**src/rtl/otp_cipher_arbiter.sv**
```systemverilog
// Two-port round-robin arbiter and sequencer for the shared one-time-pad XOR
// cipher engine. One job is in flight at a time. Cipher jobs run the engine's
// level-sensitive start/done handshake, with a timeout. Bypass jobs use the
// engine's passthrough path. Every output is a register.
module otp_cipher_arbiter #(
    parameter int DATA_WIDTH     = 16,
    parameter int TIMEOUT_CYCLES = 16,
    parameter int RELEASE_CYCLES = 1
) (
    input  logic                  clk,
    input  logic                  reset,
    input  logic                  req0_valid,
    input  logic [DATA_WIDTH-1:0] req0_data,
    input  logic                  req0_bypass,
    output logic                  req0_ready,
    output logic                  rsp0_valid,
    output logic [DATA_WIDTH-1:0] rsp0_data,
    output logic                  rsp0_error,
    input  logic                  req1_valid,
    input  logic [DATA_WIDTH-1:0] req1_data,
    input  logic                  req1_bypass,
    output logic                  req1_ready,
    output logic                  rsp1_valid,
    output logic [DATA_WIDTH-1:0] rsp1_data,
    output logic                  rsp1_error,
    output logic [DATA_WIDTH-1:0] eng_input_data,
    output logic                  eng_start,
    output logic                  eng_passthrough,
    input  logic [DATA_WIDTH-1:0] eng_output_data,
    input  logic                  eng_done,
    output logic                  busy
);

    localparam int TW = $clog2(TIMEOUT_CYCLES + 1);
    localparam int RW = (RELEASE_CYCLES > 1) ? $clog2(RELEASE_CYCLES) : 1;
    localparam logic [TW-1:0] TIMER_MAX = TW'(TIMEOUT_CYCLES);
    localparam logic [RW-1:0] REL_LAST  = RW'(RELEASE_CYCLES - 1);

    typedef enum logic [2:0] {
        IDLE      = 3'd0,
        START     = 3'd1,
        WAIT_DONE = 3'd2,
        RELEASE   = 3'd3,
        BYPASS    = 3'd4,
        RESPOND   = 3'd5
    } state_t;

    state_t                state_reg, state_next;
    logic [TW-1:0]         timer_reg, timer_next;
    logic [RW-1:0]         rel_cnt_reg, rel_cnt_next;
    logic                  settle_reg, settle_next;
    logic                  owner_reg, owner_next;
    logic                  last_grant_reg, last_grant_next;
    logic [DATA_WIDTH-1:0] job_data_reg, job_data_next;
    logic [DATA_WIDTH-1:0] result_reg, result_next;
    logic                  error_reg, error_next;

    // Next values for the registered outputs
    logic [1:0]            ready_next;
    logic [1:0]            rsp_valid_next;
    logic [1:0]            rsp_error_next;
    logic [DATA_WIDTH-1:0] rsp0_data_next, rsp1_data_next;
    logic [DATA_WIDTH-1:0] eng_input_data_next;
    logic                  eng_start_next;
    logic                  eng_passthrough_next;
    logic                  busy_next;

    logic [TW-1:0]         timer_inc;
    logic                  timeout_hit;
    logic                  grant0, grant1;
    logic [1:0]            rsp_hit;

    // Each requester gets its response only while its job is in RESPOND
    for (genvar gi = 0; gi < 2; gi++) begin : g_rsp_hit
        assign rsp_hit[gi] = (state_reg == RESPOND) && (owner_reg == 1'(gi));
    end

    // Round-robin: when both requesters ask, the one not served last wins
    assign grant0 = req0_valid && (!req1_valid || last_grant_reg);
    assign grant1 = req1_valid && (!req0_valid || !last_grant_reg);

    // The timer saturates. A timeout fires on the cycle the timer reaches the limit.
    assign timer_inc   = (timer_reg == TIMER_MAX) ? timer_reg : timer_reg + TW'(1);
    assign timeout_hit = (timer_inc == TIMER_MAX);

    // Next-state and next-output logic for the job sequencer
    always_comb begin
        state_next      = state_reg;
        timer_next      = timer_reg;
        rel_cnt_next    = rel_cnt_reg;
        settle_next     = settle_reg;
        owner_next      = owner_reg;
        last_grant_next = last_grant_reg;
        job_data_next   = job_data_reg;
        result_next     = result_reg;
        error_next      = error_reg;
        ready_next      = 2'b00;

        case (state_reg)
            IDLE: begin
                if (grant0 || grant1) begin
                    ready_next    = {grant1, grant0};
                    owner_next    = grant1;
                    job_data_next = grant1 ? req1_data : req0_data;
                    timer_next    = '0;
                    settle_next   = 1'b0;
                    error_next    = 1'b0;
                    result_next   = '0;
                    state_next    = (grant1 ? req1_bypass : req0_bypass) ? BYPASS : START;
                end
            end
            START: begin
                timer_next = timer_inc;
                // done low means the engine took the job, even if it was already low on entry
                if (!eng_done) begin
                    state_next = WAIT_DONE;
                end else if (timeout_hit) begin
                    result_next  = '0;
                    error_next   = 1'b1;
                    rel_cnt_next = '0;
                    state_next   = RELEASE;
                end
            end
            WAIT_DONE: begin
                timer_next = timer_inc;
                if (eng_done) begin
                    result_next  = eng_output_data;
                    rel_cnt_next = '0;
                    state_next   = RELEASE;
                end else if (timeout_hit) begin
                    result_next  = '0;
                    error_next   = 1'b1;
                    rel_cnt_next = '0;
                    state_next   = RELEASE;
                end
            end
            RELEASE: begin
                // start held low here so the engine drops its per-transaction lock
                if (rel_cnt_reg == REL_LAST) begin
                    rel_cnt_next = '0;
                    state_next   = RESPOND;
                end else begin
                    rel_cnt_next = rel_cnt_reg + RW'(1);
                end
            end
            BYPASS: begin
                if (!settle_reg) begin
                    settle_next = 1'b1;
                end else begin
                    result_next = eng_output_data;
                    error_next  = 1'b0;
                    state_next  = RESPOND;
                end
            end
            RESPOND: begin
                last_grant_next = owner_reg;
                timer_next      = '0;
                error_next      = 1'b0;
                state_next      = IDLE;
            end
            default: begin
                state_next = IDLE;
            end
        endcase

        rsp_valid_next       = rsp_hit;
        rsp_error_next       = rsp_hit & {2{error_reg}};
        rsp0_data_next       = rsp_hit[0] ? result_reg : '0;
        rsp1_data_next       = rsp_hit[1] ? result_reg : '0;
        eng_input_data_next  = (state_next == IDLE) ? '0 : job_data_next;
        eng_start_next       = (state_next == START) || (state_next == WAIT_DONE);
        eng_passthrough_next = (state_next == BYPASS);
        busy_next            = (state_next != IDLE);
    end

    // State, job context and output registers. Reset clears the engine controls at once.
    always_ff @(posedge clk or posedge reset) begin
        if (reset) begin
            state_reg       <= IDLE;
            timer_reg       <= '0;
            rel_cnt_reg     <= '0;
            settle_reg      <= 1'b0;
            owner_reg       <= 1'b0;
            last_grant_reg  <= 1'b1;
            job_data_reg    <= '0;
            result_reg      <= '0;
            error_reg       <= 1'b0;
            req0_ready      <= 1'b0;
            req1_ready      <= 1'b0;
            rsp0_valid      <= 1'b0;
            rsp1_valid      <= 1'b0;
            rsp0_error      <= 1'b0;
            rsp1_error      <= 1'b0;
            rsp0_data       <= '0;
            rsp1_data       <= '0;
            eng_input_data  <= '0;
            eng_start       <= 1'b0;
            eng_passthrough <= 1'b0;
            busy            <= 1'b0;
        end else begin
            state_reg       <= state_next;
            timer_reg       <= timer_next;
            rel_cnt_reg     <= rel_cnt_next;
            settle_reg      <= settle_next;
            owner_reg       <= owner_next;
            last_grant_reg  <= last_grant_next;
            job_data_reg    <= job_data_next;
            result_reg      <= result_next;
            error_reg       <= error_next;
            req0_ready      <= ready_next[0];
            req1_ready      <= ready_next[1];
            rsp0_valid      <= rsp_valid_next[0];
            rsp1_valid      <= rsp_valid_next[1];
            rsp0_error      <= rsp_error_next[0];
            rsp1_error      <= rsp_error_next[1];
            rsp0_data       <= rsp0_data_next;
            rsp1_data       <= rsp1_data_next;
            eng_input_data  <= eng_input_data_next;
            eng_start       <= eng_start_next;
            eng_passthrough <= eng_passthrough_next;
            busy            <= busy_next;
        end
    end

endmodule

```
**config.mk**
```make
export PLATFORM = sky130hd
export DESIGN_NAME = otp_cipher_arbiter
export DESIGN_NICKNAME = d
export VERILOG_FILES = /design/src/rtl/otp_cipher_arbiter.sv
export SDC_FILE = /design/constraint.sdc
export NUM_CORES = 1
export LEC_CHECK = 0
export BUFFER_PORTS_ARGS = -buffer_cell sky130_fd_sc_hd__buf_2
export CAP_MARGIN = 20
export CORE_MARGIN = 3
export CORE_UTILIZATION = 40
export DETAILED_ROUTE_END_ITERATION = 12
export PLACE_DENSITY = 0.72
export SLEW_MARGIN = 20
export SYNTH_ARGS = -nofsm -noshare
export SYNTH_HDL_FRONTEND = slang
export SYNTH_SLANG_ARGS = --single-unit
```
**constraint.sdc**
```tcl
create_clock -name clk -period 4.14 [get_ports clk]
set_input_delay 0.621 -clock clk [delete_from_list [all_inputs] [get_ports clk]]
set_output_delay 0.621 -clock clk [all_outputs]
set_load 0.03 [all_outputs]
```
Word-level counts from Yosys, hierarchy flattened
Cells that the tools add are included.
{"block": "word_totals", "ff_bits": 102, "inputBits": 55, "out_inout_bits": 57, "word_cells": 103}
{"block": "classes", "n_addsub": 2, "eq_ne": 14, "muxes": 38, "bitwise_logic": 2, "n_reduce_logical": 26}
{"cell": "$mux W16", "count": 11}
{"cell": "$pmux W16 S4", "count": 1}
{"cell": "$mux W3", "count": 7}
{"cell": "$pmux W3 S5", "count": 1}
{"cell": "$pmux W5 S3", "count": 1}
{"cell": "$eq A5 B5 Y1 const B", "count": 2}
{"cell": "$mux W1", "count": 10}
{"cell": "$mux W5", "count": 2}
{"cell": "$eq A3 B2 Y1 const B", "count": 3}
{"cell": "$eq A3 B3 Y1 const B", "count": 3}
{"cell": "$reduce_bool A3 Y1", "count": 3}
{"cell": "$ne A2 B2 Y1 const B", "count": 4}
{"cell": "$reduce_and A2 Y1", "count": 4}
{"cell": "$eq A3 B1 Y1 const B", "count": 2}
{"cell": "$logic_not A3 Y1", "count": 2}
{"cell": "$add A5 B1 Y5 const B", "count": 1}
{"cell": "$pmux W1 S5", "count": 1}
{"cell": "$reduce_and A5 Y1", "count": 1}
{"cell": "$reduce_bool A5 Y1", "count": 1}
{"cell": "$logic_and A1 B1 Y1", "count": 4}
{"cell": "$logic_or A1 B1 Y1", "count": 4}
{"cell": "$mux W2", "count": 2}
{"cell": "$reduce_and A4 Y1", "count": 1}
{"cell": "$reduce_bool A4 Y1", "count": 1}
{"cell": "other kinds (8)", "count": 10}

Depth between registers and ports, before layout
Gate-level depths: netlist (run 1).
{"block": "logic_depth", "depth_word": 9, "ltp_mapped": 9, "mapped_depth_nobuf": 8}

Worst setup path before layout (run 1)
OpenSTA, ideal clock, no wires.
{"block": "synth_path", "path_type": "register to register", "start": "register timer_reg[0]", "end": "register eng_input_data[10]", "setup_ps": 130, "arrival_ps": 2076, "required_ps": 4010, "path_slack_ps": 1934, "path_stages_with_launch": 10, "n_path_buf": 1, "period_less_slack_ps": 2206, "path_cell_list": "dfrtp_1 -> inv_1 -> ha_1 -> inv_1 -> o31a_1 -> a31oi_2 -> o31ai_4 -> nor3_4 -> buf_12 -> nor2_4"}
{"block": "synth_via", "elab_chain_len": 8, "elab_cells_between_ends": 10, "cone_classes": "add/sub (1); eq/ne (2); mux (6); reduce/logical (1)"}
{"item": "from (decl)", "line": "49", "source": "logic [TW-1:0] timer_reg, timer_next;"}
{"item": "from (signal assigned)", "line": "202", "source": "timer_reg <= timer_next;"}
{"item": "$add A5 B1 Y5 / $eq A5 B5 Y1 (equally long branches)", "line": "83", "source": "assign timer_inc = (timer_reg == TIMER_MAX) ? timer_reg : timer_reg + TW'(1);"}
{"item": "$mux W5 *", "line": "83"}
{"item": "$eq A5 B5 Y1 *", "line": "84", "source": "assign timeout_hit = (timer_inc == TIMER_MAX);"}
{"item": "$mux W3 *", "line": "117, 130"}
{"item": "$mux W3, on equally long branches", "line": "126, 115"}
{"item": "$pmux W3 S5 *", "line": "99", "source": "case (state_reg)"}
{"item": "net state_next[0]", "line": "48", "source": "state_t state_reg, state_next;"}
{"item": "$logic_not A3 Y1 *", "line": "170", "source": "eng_input_data_next = (state_next == IDLE) ? '0 : job_data_next;"}
{"item": "$mux W16 *", "line": "170"}
{"item": "net eng_input_data_next[10]", "line": "63", "source": "logic [DATA_WIDTH-1:0] eng_input_data_next;"}
{"item": "to (signal assigned)", "line": "218", "source": "eng_input_data <= eng_input_data_next;"}
{"item": "to (decl)", "line": "26", "source": "output logic [DATA_WIDTH-1:0] eng_input_data,"}
The timed path passes the listed nets; every way through them passes the cells marked *.
A chain may end at the register's enable or synchronous reset.

Worst setup path in the final report (run 1)
{"block": "layout_path", "start": "register timer_reg[0]", "end": "register eng_input_data[15]"}
The elaborated chain is that of the path after synthesis.

==> flow_summary.toml, run 1 <==
[run_status]
result_of_the_run = "complete, no violations"

[power]
power-per-cell-area_nw_per_um2 = 710
sequential_power_share_pct = 40.6
vdd_drop_max_mv = 0.449
p_leak_nw = 2.59
combinational_power_share_pct = 41.2
power_switching_w = 0.00147
internal_power_w = 0.00211
sw_frac_of_total_pct = 41.0
share_clk_of_total_power_pct = 18.2
total_power_w = 0.00357

[timing]
total_setup_violations_reported_at_the_end_of_the_flow = 0
worstMarginPinSlew_ns = 0.987
fmaxAchievable_mhz = 417
finalClockSkew_ns = 0.0171
final_max_slew_viol_count = 0
rsz0062_at_grt = "no"
post-route-period-util_pct = 58.0
final.setup.tns_ns = 0
final-hold-violation-count = 0
timing.final.crit_period_ns = 2.40
slew_headroom_pct = 34.0

[routing]
routedWlPerCell_um = 13.6
route.antenna.remaining_nets = 0
firstDrtPassIters = 4
detail_route.vias_per_cell = 4.72
finalWirelength_um = 8010
drc = 0
detailedRoute.firstIterationViolations = 133
vias = 2782

[worst_setup_path]
regToRegStartpoint = "timer_reg[0]"
rr_worst_depth = 8
timing.critical_path.fanout_max = 17
arrival_ns = 2.63
critPathLaunch = "timer_reg[0]"
endpoint = "eng_input_data[15]"
critPathCaptureType = "flop"
rrSetupSlack_ns = 1.74
nature_of_the_critical_path_startpoint = "flop"
timing.critical_path.required_ns = 4.37
r2r_end = "eng_input_data[15]"
timing.setup.critical_path_class = "flop to flop"

[yosys]
seq_area_frac_synth_pct = 61.4
yosys-top-cells-area = "sky130_fd_sc_hd__dfrtp_1, sky130_fd_sc_hd__and2_1, sky130_fd_sc_hd__mux2i_1, sky130_fd_sc_hd__a22o_1, sky130_fd_sc_hd__o21ai_0"
synth.cells.most_frequent = "sky130_fd_sc_hd__dfrtp_1, sky130_fd_sc_hd__and2_1, sky130_fd_sc_hd__o21ai_0, sky130_fd_sc_hd__nand2_1, sky130_fd_sc_hd__inv_1"
syn-cell-area_um2 = 4160
synth-edff-count = 0
ys_warn_count = 0
synth-seq-cells = 102
synth.largest_area_cell = "sky130_fd_sc_hd__dfrtp_1"
avgSynthCellArea_um2 = 12.2
yosys.cell_count.top_type = "sky130_fd_sc_hd__dfrtp_1"
yosys.area.top_type_share_pct = 60.8
syn-num-nets = 397
async_reset_ff_share_pct = 100
synth.lib_cells_used.distinct = 48
netlist_instances = 340
synth_flop_cell = "sky130_fd_sc_hd__dfrtp_1"

[placement]
post-dp-hpwl_um = 5760
placed_cell_area_um2 = 4820
place.port_buffers = 111
routabilityCongestion = 0.773

[floorplan]
placementRows = 36
core_area_um2 = 9950
floorplan.die.width_um = 108
start_util_pct = 41.8
design.portCount = 112
die_area_um2 = 11700
die_h_um = 108

[global_routing]
overflow = 0
first_global_vias = 2567
initial_antenna_violation_count = 0
grt_pass1_wl_um = 12500
largest_net_degree_at_the_start_of_global_routing = 72
groute.usage.overall_pct = 13.7

[cells_and_area]
layout-drive-gt1-share_pct = 34.2
fin_nets = 508
antenna_cells = 0
fin_area_um2 = 5030
flow.area_growth_from_synthesis_pct = 21.0

[clocking]
holdBufCountCts = 0
numCtsBuffers = 9
cts_buffer_depth = 2
cts_post_setup_buffers_inserted = 0
cts_clk_pin_slew_worst_paths_ns = 0.10
clk_root_buffer_cell = "sky130_fd_sc_hd__clkbuf_8"
insertion_delay_ns = 0.35
cts_num_sinks = 102
gates_resized_cts_repair = 0
maximum_level_of_the_cts_h_tree = 3
cts_tree = "yes"

[hold_path]
worstHoldPathType = "input port to asynchronous set/reset pin"

[run]
timing.max_cap.violations = 0
[metal layers]
layer / vias up / track usage (%) / share of wire [%]
met5: - / 0 / 0
met4: 0 / 4.69 / 1.3
met3: 8 / 3.10 / 5.7
met2: 98 / 21.0 / 46
met1: 1306 / 19.4 / 47
li1: 1370 / - / -
[power groups by stage]
stage          logic, W  registers, W  clock network (W)
4_1_cts         0.00149       0.00145           0.000669
5_1_grt         0.00162       0.00148           0.000718
6_report        0.00147       0.00145           0.000651
3_3_place_gp    0.00144       0.00147                  0
3_5_place_dp    0.00148       0.00147                  0
2_1_floorplan   0.00102       0.00163                  0
[cells by family after synthesis]
group / synth area share (%)
simple gates: 15.3
flops: 61.4
buf+inv: 4.45
fa+ha+maj: 0.602
mux: 4.09
xor+xnor: 0.843
compound gates: 13.3
[cell type report]
type / instances / area, um2
Inverter: 23 / 88.8
Clock buffer: 10 / 138
Clock inverter: 6 / 75.1
Timing Repair Buffer: 115 / 586
Fill cell: 876 / 4920
Tap cell: 133 / 166
Multi-Input combinational cell: 200 / 1420
Sequential cell: 102 / 2550
[through the flow]
stage	setup WS, ns	hold WS (ns)	cells	util (%)
finish	1.74	0.422	589	50.5
CTS	1.72	0.446	589	50.5
global route	1.59	0.464	589	50.5
global placement	1.69	0.487	573	48.4
floorplan	0.845	0.446	340	-
detailed placement	1.61	0.484	573	48.4
[critical path, cell delays in order, from the launching register on]
cell	delay [ns]
sky130_fd_sc_hd__dfrtp_1	0.49
sky130_fd_sc_hd__ha_1	0.27
sky130_fd_sc_hd__nand3_1	0.16
sky130_fd_sc_hd__o31a_1	0.17
sky130_fd_sc_hd__a31oi_2	0.42
sky130_fd_sc_hd__o32ai_4	0.19
sky130_fd_sc_hd__nor3_4	0.14
sky130_fd_sc_hd__buf_4	0.35
sky130_fd_sc_hd__nor2b_1	0.09
[how the worst min path moves through the flow]
| stage | to | slack, ns | cells past startpoint |
|---|---|---|---|
| floorplan | job_data_reg[15] | 0.45 | 2 |
| global placement | rsp1_error | 0.49 | 1 |
| detailed placement | rsp0_data[1] | 0.48 | 1 |
| CTS | job_data_reg[6] | 0.45 | 2 |
| global route | result_reg[14] | 0.46 | 2 |
| finish | rsp0_data[2] | 0.42 | 2 |
[layout by cell type, fill, tap and decap left out, drive strengths merged, types with 6 or more instances in the layout]
master / netlist / final
a21oi: 6 / 6
a22o: 18 / 18
and2: 35 / 35
buf: 7 / 115
clkbuf: 8 / 10
dfrtp: 101 / 101
inv: 23 / 26
mux2i: 17 / 17
nand2: 25 / 25
nor2: 25 / 25
o21ai: 28 / 28
No activity file was read; power rests on OpenSTA's default activity.
==> run 2, diff against run 1 <==
==> constraint.sdc (replaced) <==
create_clock -name clk -period 2.31 [get_ports clk]
set_input_delay 0.3465 -clock clk [delete_from_list [all_inputs] [get_ports clk]]
set_output_delay 0.3465 -clock clk [all_outputs]
set_load 0.03 [all_outputs]
==> run 2 against run 1 <==
Compared with the run above:
- global-route usage up 0.62 points
- combinational power up 110%
- cell count up 1.9%
- via count up 2.5%
- total power up 87%
- first-iteration DRC count up 8.3%
==> flow_summary.toml, run 2 (synthesized netlist as in run 1, its figures left out) <==
[run_status]
result_of_the_run = "complete, no violations"

[run]
timing.max_cap.violations = 0

[timing]
finalClockSkew_ns = 0.0128
fmaxAchievable_mhz = 448
rsz0062_at_grt = "yes"
worstMarginPinSlew_ns = 0.650
final.setup.tns_ns = 0
final-hold-violation-count = 0
final.hold.worst_slack_ns = 0.176
timing.final.ws_setup_ns = 0.0791
total_setup_violations_reported_at_the_end_of_the_flow = 0
post-route-period-util_pct = 96.6
final_max_slew_viol_count = 0
timing.final.crit_period_ns = 2.23
slew_headroom_pct = 56.7

[worst_setup_path]
arrival_ns = 2.47
nature_of_the_critical_path_startpoint = "flop"
timing.setup.critical_path_class = "flop to flop"
timing.critical_path.required_ns = 2.54
critPathCaptureType = "flop"
timing.critical_path.fanout_max = 6

[floorplan]
placementRows = 36
die_h_um = 108
design.portCount = 112
start_util_pct = 41.8
die_area_um2 = 11700
floorplan.die.width_um = 108
core_area_um2 = 9950

[cells_and_area]
finished_core_util_pct = 52.2
fin_nets = 521
fillers = 868
antenna_cells = 0
flow.area_growth_from_synthesis_pct = 25.0
layout.cells.most_common = "sky130_fd_sc_hd__buf_2"
final_cells = 600
layout-drive-gt1-share_pct = 37.3
layout.cells.most_common_list = "sky130_fd_sc_hd__buf_2, sky130_fd_sc_hd__dfrtp_1, sky130_fd_sc_hd__and2_1"

[placement]
place.detailed.instances = 579
place.port_buffers = 111
post-dp-hpwl_um = 5830
place_worst_setup_slack_ns = -0.00523
routabilityCongestion = 0.840

[routing]
drc = 0
detailedRoute.firstIterationViolations = 144
finalWirelength_um = 8280
route.antenna.remaining_nets = 0
detail_route.vias_per_cell = 4.75
firstDrtPassIters = 4
vias = 2852
routedWlPerCell_um = 13.8

[clocking]
cts_clk_pin_slew_worst_paths_ns = 0.10
clk_root_buffer_cell = "sky130_fd_sc_hd__clkbuf_8"
numCtsBuffers = 9
maximum_level_of_the_cts_h_tree = 3
insertion_delay_ns = 0.35
cts_tree = "yes"
cts_buffer_depth = 2
cts_num_sinks = 102

[global_routing]
groute.usage.overall_pct = 14.4
overflow = 0
initial_antenna_violation_count = 0
grt_pass1_wl_um = 13100
first_global_vias = 2710
largest_net_degree_at_the_start_of_global_routing = 53

[power]
power-per-cell-area_nw_per_um2 = 1290
vdd_drop_max_mv = 0.792
p_leak_nw = 2.68

[hold_path]
worstHoldPathType = "input port to asynchronous set/reset pin"
-- run 2: cell types whose count changed in the layout (fill, tap and decap cells not counted), sizes merged --
| cell | delta |
|---|---|
| clkinv | +2 |
| buf | +12 |
| inv | -3 |
-- run 2: final cells by class --
type                    count  area (um2)  area share [%]
repair buffers            128         733            14.1
well taps                 133         166            3.20
flip-flops and latches    102        2550            49.1
clock inverters             5        61.3            1.18
inverters                  23        90.1            1.73
clock buffers               9         124            2.38
multi-input cells         200        1470            28.3
-- run 2: metal layers --
metal / wire length [um] / track usage, % / up-vias
met1: 3860 / 19.7 / 1379
met2: 3890 / 22.8 / 76
met3: 396 / 2.93 / 12
li1: - / - / 1385
met4: 132 / 5.14 / 0
met5: 0 / 0 / -
-- run 2: what timing repair did --
action,4_1_cts,5_1_grt
setup buffers,2,5
cloned,0,1
hold buffers,0,0
endpoints found under the setup margin,16,33
resized for setup,0,12
pin swaps,1,19
-- run 2: worst max-delay path, cell delays in order, from the launching register on --
cell,delay [ns]
sky130_fd_sc_hd__dfrtp_1,0.43
sky130_fd_sc_hd__inv_2,0.09
sky130_fd_sc_hd__ha_4,0.15
sky130_fd_sc_hd__nand3b_4,0.09
sky130_fd_sc_hd__o21ai_2,0.13
sky130_fd_sc_hd__or3b_4,0.44
sky130_fd_sc_hd__nor2_4,0.16
sky130_fd_sc_hd__o2111ai_4,0.20
sky130_fd_sc_hd__buf_12,0.20
sky130_fd_sc_hd__a22o_1,0.22
-- run 2: final timing paths --
path | from | endpoint | slack (ns) | depth (start not counted)
min | reset | result_reg[7] | 0.18 | 3
max reg2reg | timer_reg[1] | result_reg[0] | 0.08 | 9
min reg2reg | result_reg[9] | rsp0_data[9] | 0.51 | 1
max in group asynchronous | reset | state_reg[0] | 1.66 | 3
max | timer_reg[1] | result_reg[0] | 0.08 | 9
min in group clk | eng_output_data[14] | result_reg[14] | 0.21 | 2
-- run 2: through the flow --
step / cell area (um2) / total power (W)
4_1_cts: 5090 / 0.00657
3_3_place_gp: 4870 / 0.00531
3_5_place_dp: 4870 / 0.00540
2_1_floorplan: 4160 / 0.00474
5_1_grt: 5200 / 0.00717
6_report: 5200 / 0.00669
-- run 2: power by group --
| part | internal (W) | leakage [nW] | switching [W] |
|---|---|---|---|
| registers | 0.00231 | 1.32 | 0.000269 |
| logic | 0.00121 | 1.26 | 0.00185 |
| clock network | 0.000495 | 0.0955 | 0.000557 |
| total | 0.00402 | 2.68 | 0.00267 |
==> run 3, diff against run 2 <==
--- a/config.mk
+++ b/config.mk
@@ -11,6 +11,7 @@
 export CORE_UTILIZATION = 40
 export DETAILED_ROUTE_END_ITERATION = 12
 export PLACE_DENSITY = 0.72
+export REMOVE_ABC_BUFFERS = 1
 export SLEW_MARGIN = 20
 export SYNTH_ARGS = -nofsm -noshare
 export SYNTH_HDL_FRONTEND = slang
==> run 3 against run 2 <==
Compared with the run above:
- fmax down 0.60%
- hold slack worse by 0.16 ns
- setup slack worse by 0.014 ns
- non-clock buffer count decreased by 1
- first-iteration DRC count down 36%
- combinational power shrank 2%
- register-to-register slack is essentially flat
- critical endpoint is now result_reg[1]
==> flow_summary.toml, run 3 (synthesized netlist as in run 1, its figures left out) <==
[run_status]
result_of_the_run = "complete, no violations"

[timing]
final.setup.tns_ns = 0
final_max_slew_viol_count = 0
post-route-period-util_pct = 97.2
slew_headroom_pct = 65.3
finalClockSkew_ns = 0.0131
final-hold-violation-count = 0
worstMarginPinSlew_ns = 0.520
fmaxAchievable_mhz = 446
timing.final.ws_setup_ns = 0.0656
total_setup_violations_reported_at_the_end_of_the_flow = 0
timing.final.crit_period_ns = 2.24

[routing]
detailedRoute.firstIterationViolations = 92
route.antenna.remaining_nets = 0
wl_met2_um = 4280
vias = 2822
drc = 0
finalWirelength_um = 8340
topRoutingLayerUsed = "met4"
detail_route.vias_per_cell = 4.70
drt-met1-wl_um = 3630
firstDrtPassIters = 4
wl_met3_um = 348
routedWlPerCell_um = 13.9

[placement]
routabilityCongestion = 0.837
place.port_buffers = 111
place.detailed.instances = 579
post-dp-hpwl_um = 5940
place_worst_setup_slack_ns = -0.00356

[clocking]
insertion_delay_ns = 0.36
maximum_level_of_the_cts_h_tree = 3
cts_num_sinks = 102
cts_clk_pin_slew_worst_paths_ns = 0.10
numCtsBuffers = 9
holdBufCountCts = 0
cts_tree = "yes"
cts_buffer_depth = 2
clk_root_buffer_cell = "sky130_fd_sc_hd__clkbuf_8"

[power]
vdd_drop_max_mv = 0.696
p_leak_nw = 2.68
power-per-cell-area_nw_per_um2 = 1290

[cells_and_area]
fin_nets = 520
layout.cells.most_common = "sky130_fd_sc_hd__buf_2"
finished_core_util_pct = 52.3
flow.area_growth_from_synthesis_pct = 25.3
layout.cells.most_common_list = "sky130_fd_sc_hd__buf_2, sky130_fd_sc_hd__dfrtp_1, sky130_fd_sc_hd__and2_1"
layout-drive-gt1-share_pct = 37.2
antenna_cells = 0
final_cells = 601

[run]
timing.max_cap.violations = 0

[worst_setup_path]
arrival_ns = 2.50
critPathCaptureType = "flop"
timing.critical_path.required_ns = 2.57
rr_worst_depth = 9
rrSetupSlack_ns = 0.07
timing.setup.critical_path_class = "flop to flop"
cpPeakStageDelay_ns = 0.46
nature_of_the_critical_path_startpoint = "flop"
timing.critical_path.fanout_max = 8
critical-path-slowest-cell = "sky130_fd_sc_hd__dfrtp_2"
cells_along_the_critical_path = "inv_2, ha_4, nand3b_4, o21ai_1, or3b_4, nor2_4, o2111ai_4, clkbuf_16, a22o_1"

[hold_path]
worstHoldPathType = "input port to asynchronous set/reset pin"

[floorplan]
die_h_um = 108
die_area_um2 = 11700
core_area_um2 = 9950
placementRows = 36
design.portCount = 112
floorplan.die.width_um = 108
start_util_pct = 41.8

[global_routing]
largest_net_degree_at_the_start_of_global_routing = 50
initial_antenna_violation_count = 0
first_global_vias = 2744
overflow = 0
grt_pass1_wl_um = 13400
groute.usage.overall_pct = 14.8
[run 3: final cells by class]
type / count / area (um2)
clock inverter: 7 / 91.3
tap: 133 / 166
sequential: 102 / 2560
multi-input combinational: 200 / 1450
fill: 856 / 4740
clock buffer: 9 / 124
timing repair buffer: 127 / 731
inverter: 23 / 88.8
[run 3: metrics by stage]
step	instance area (um2)	total power, W	hold WS [ns]
floorplan	4060	0.00459	0.446
global placement	4890	0.00531	0.423
detailed placement	4890	0.00540	0.427
CTS	5100	0.00657	0.0198
global route	5210	0.00719	0.0409
finish	5210	0.00673	0.0196
[run 3: metal layers]
| metal | track usage (%) | up-vias |
|---|---|---|
| met2 | 25.0 | 62 |
| met3 | 3.58 | 8 |
| met1 | 19.2 | 1358 |
| li1 | - | 1394 |
| met5 | 0 | - |
| met4 | 4.33 | 0 |
[run 3: power breakdown]
group | internal [W] | total, W | switching, W
clock network | 0.000525 | 0.00116 | 0.000637
registers | 0.00231 | 0.00258 | 0.000263
logic | 0.00117 | 0.00300 | 0.00182
total | 0.00401 | 0.00673 | 0.00272
[run 3: worst max-delay path, delay by kind of cell, from the launching register on]
family | cells | cell delay, ns
and+or+nand+nor | 3 | 0.71
buffers and inverters | 2 | 0.31
AOI/OAI and AO/OA | 3 | 0.54
adders and majority gates | 1 | 0.15
DFF | 1 | 0.46
[run 3: worst paths after layout]
path / from / endpoint
worst max register to register: timer_reg[0] / result_reg[1]
worst min-delay path: reset / eng_input_data[2]
max in group asynchronous: reset / last_grant_reg
min in group clk: eng_output_data[0] / result_reg[0]
worst min register to register: result_reg[3] / rsp0_data[3]
worst max-delay path: timer_reg[0] / result_reg[1]
[run 3: what timing repair did]
item	CTS	global route
resized for setup	0	9
setup endpoints to repair	16	32
setup buffers	0	5
pin swaps	1	3
cloned	0	1
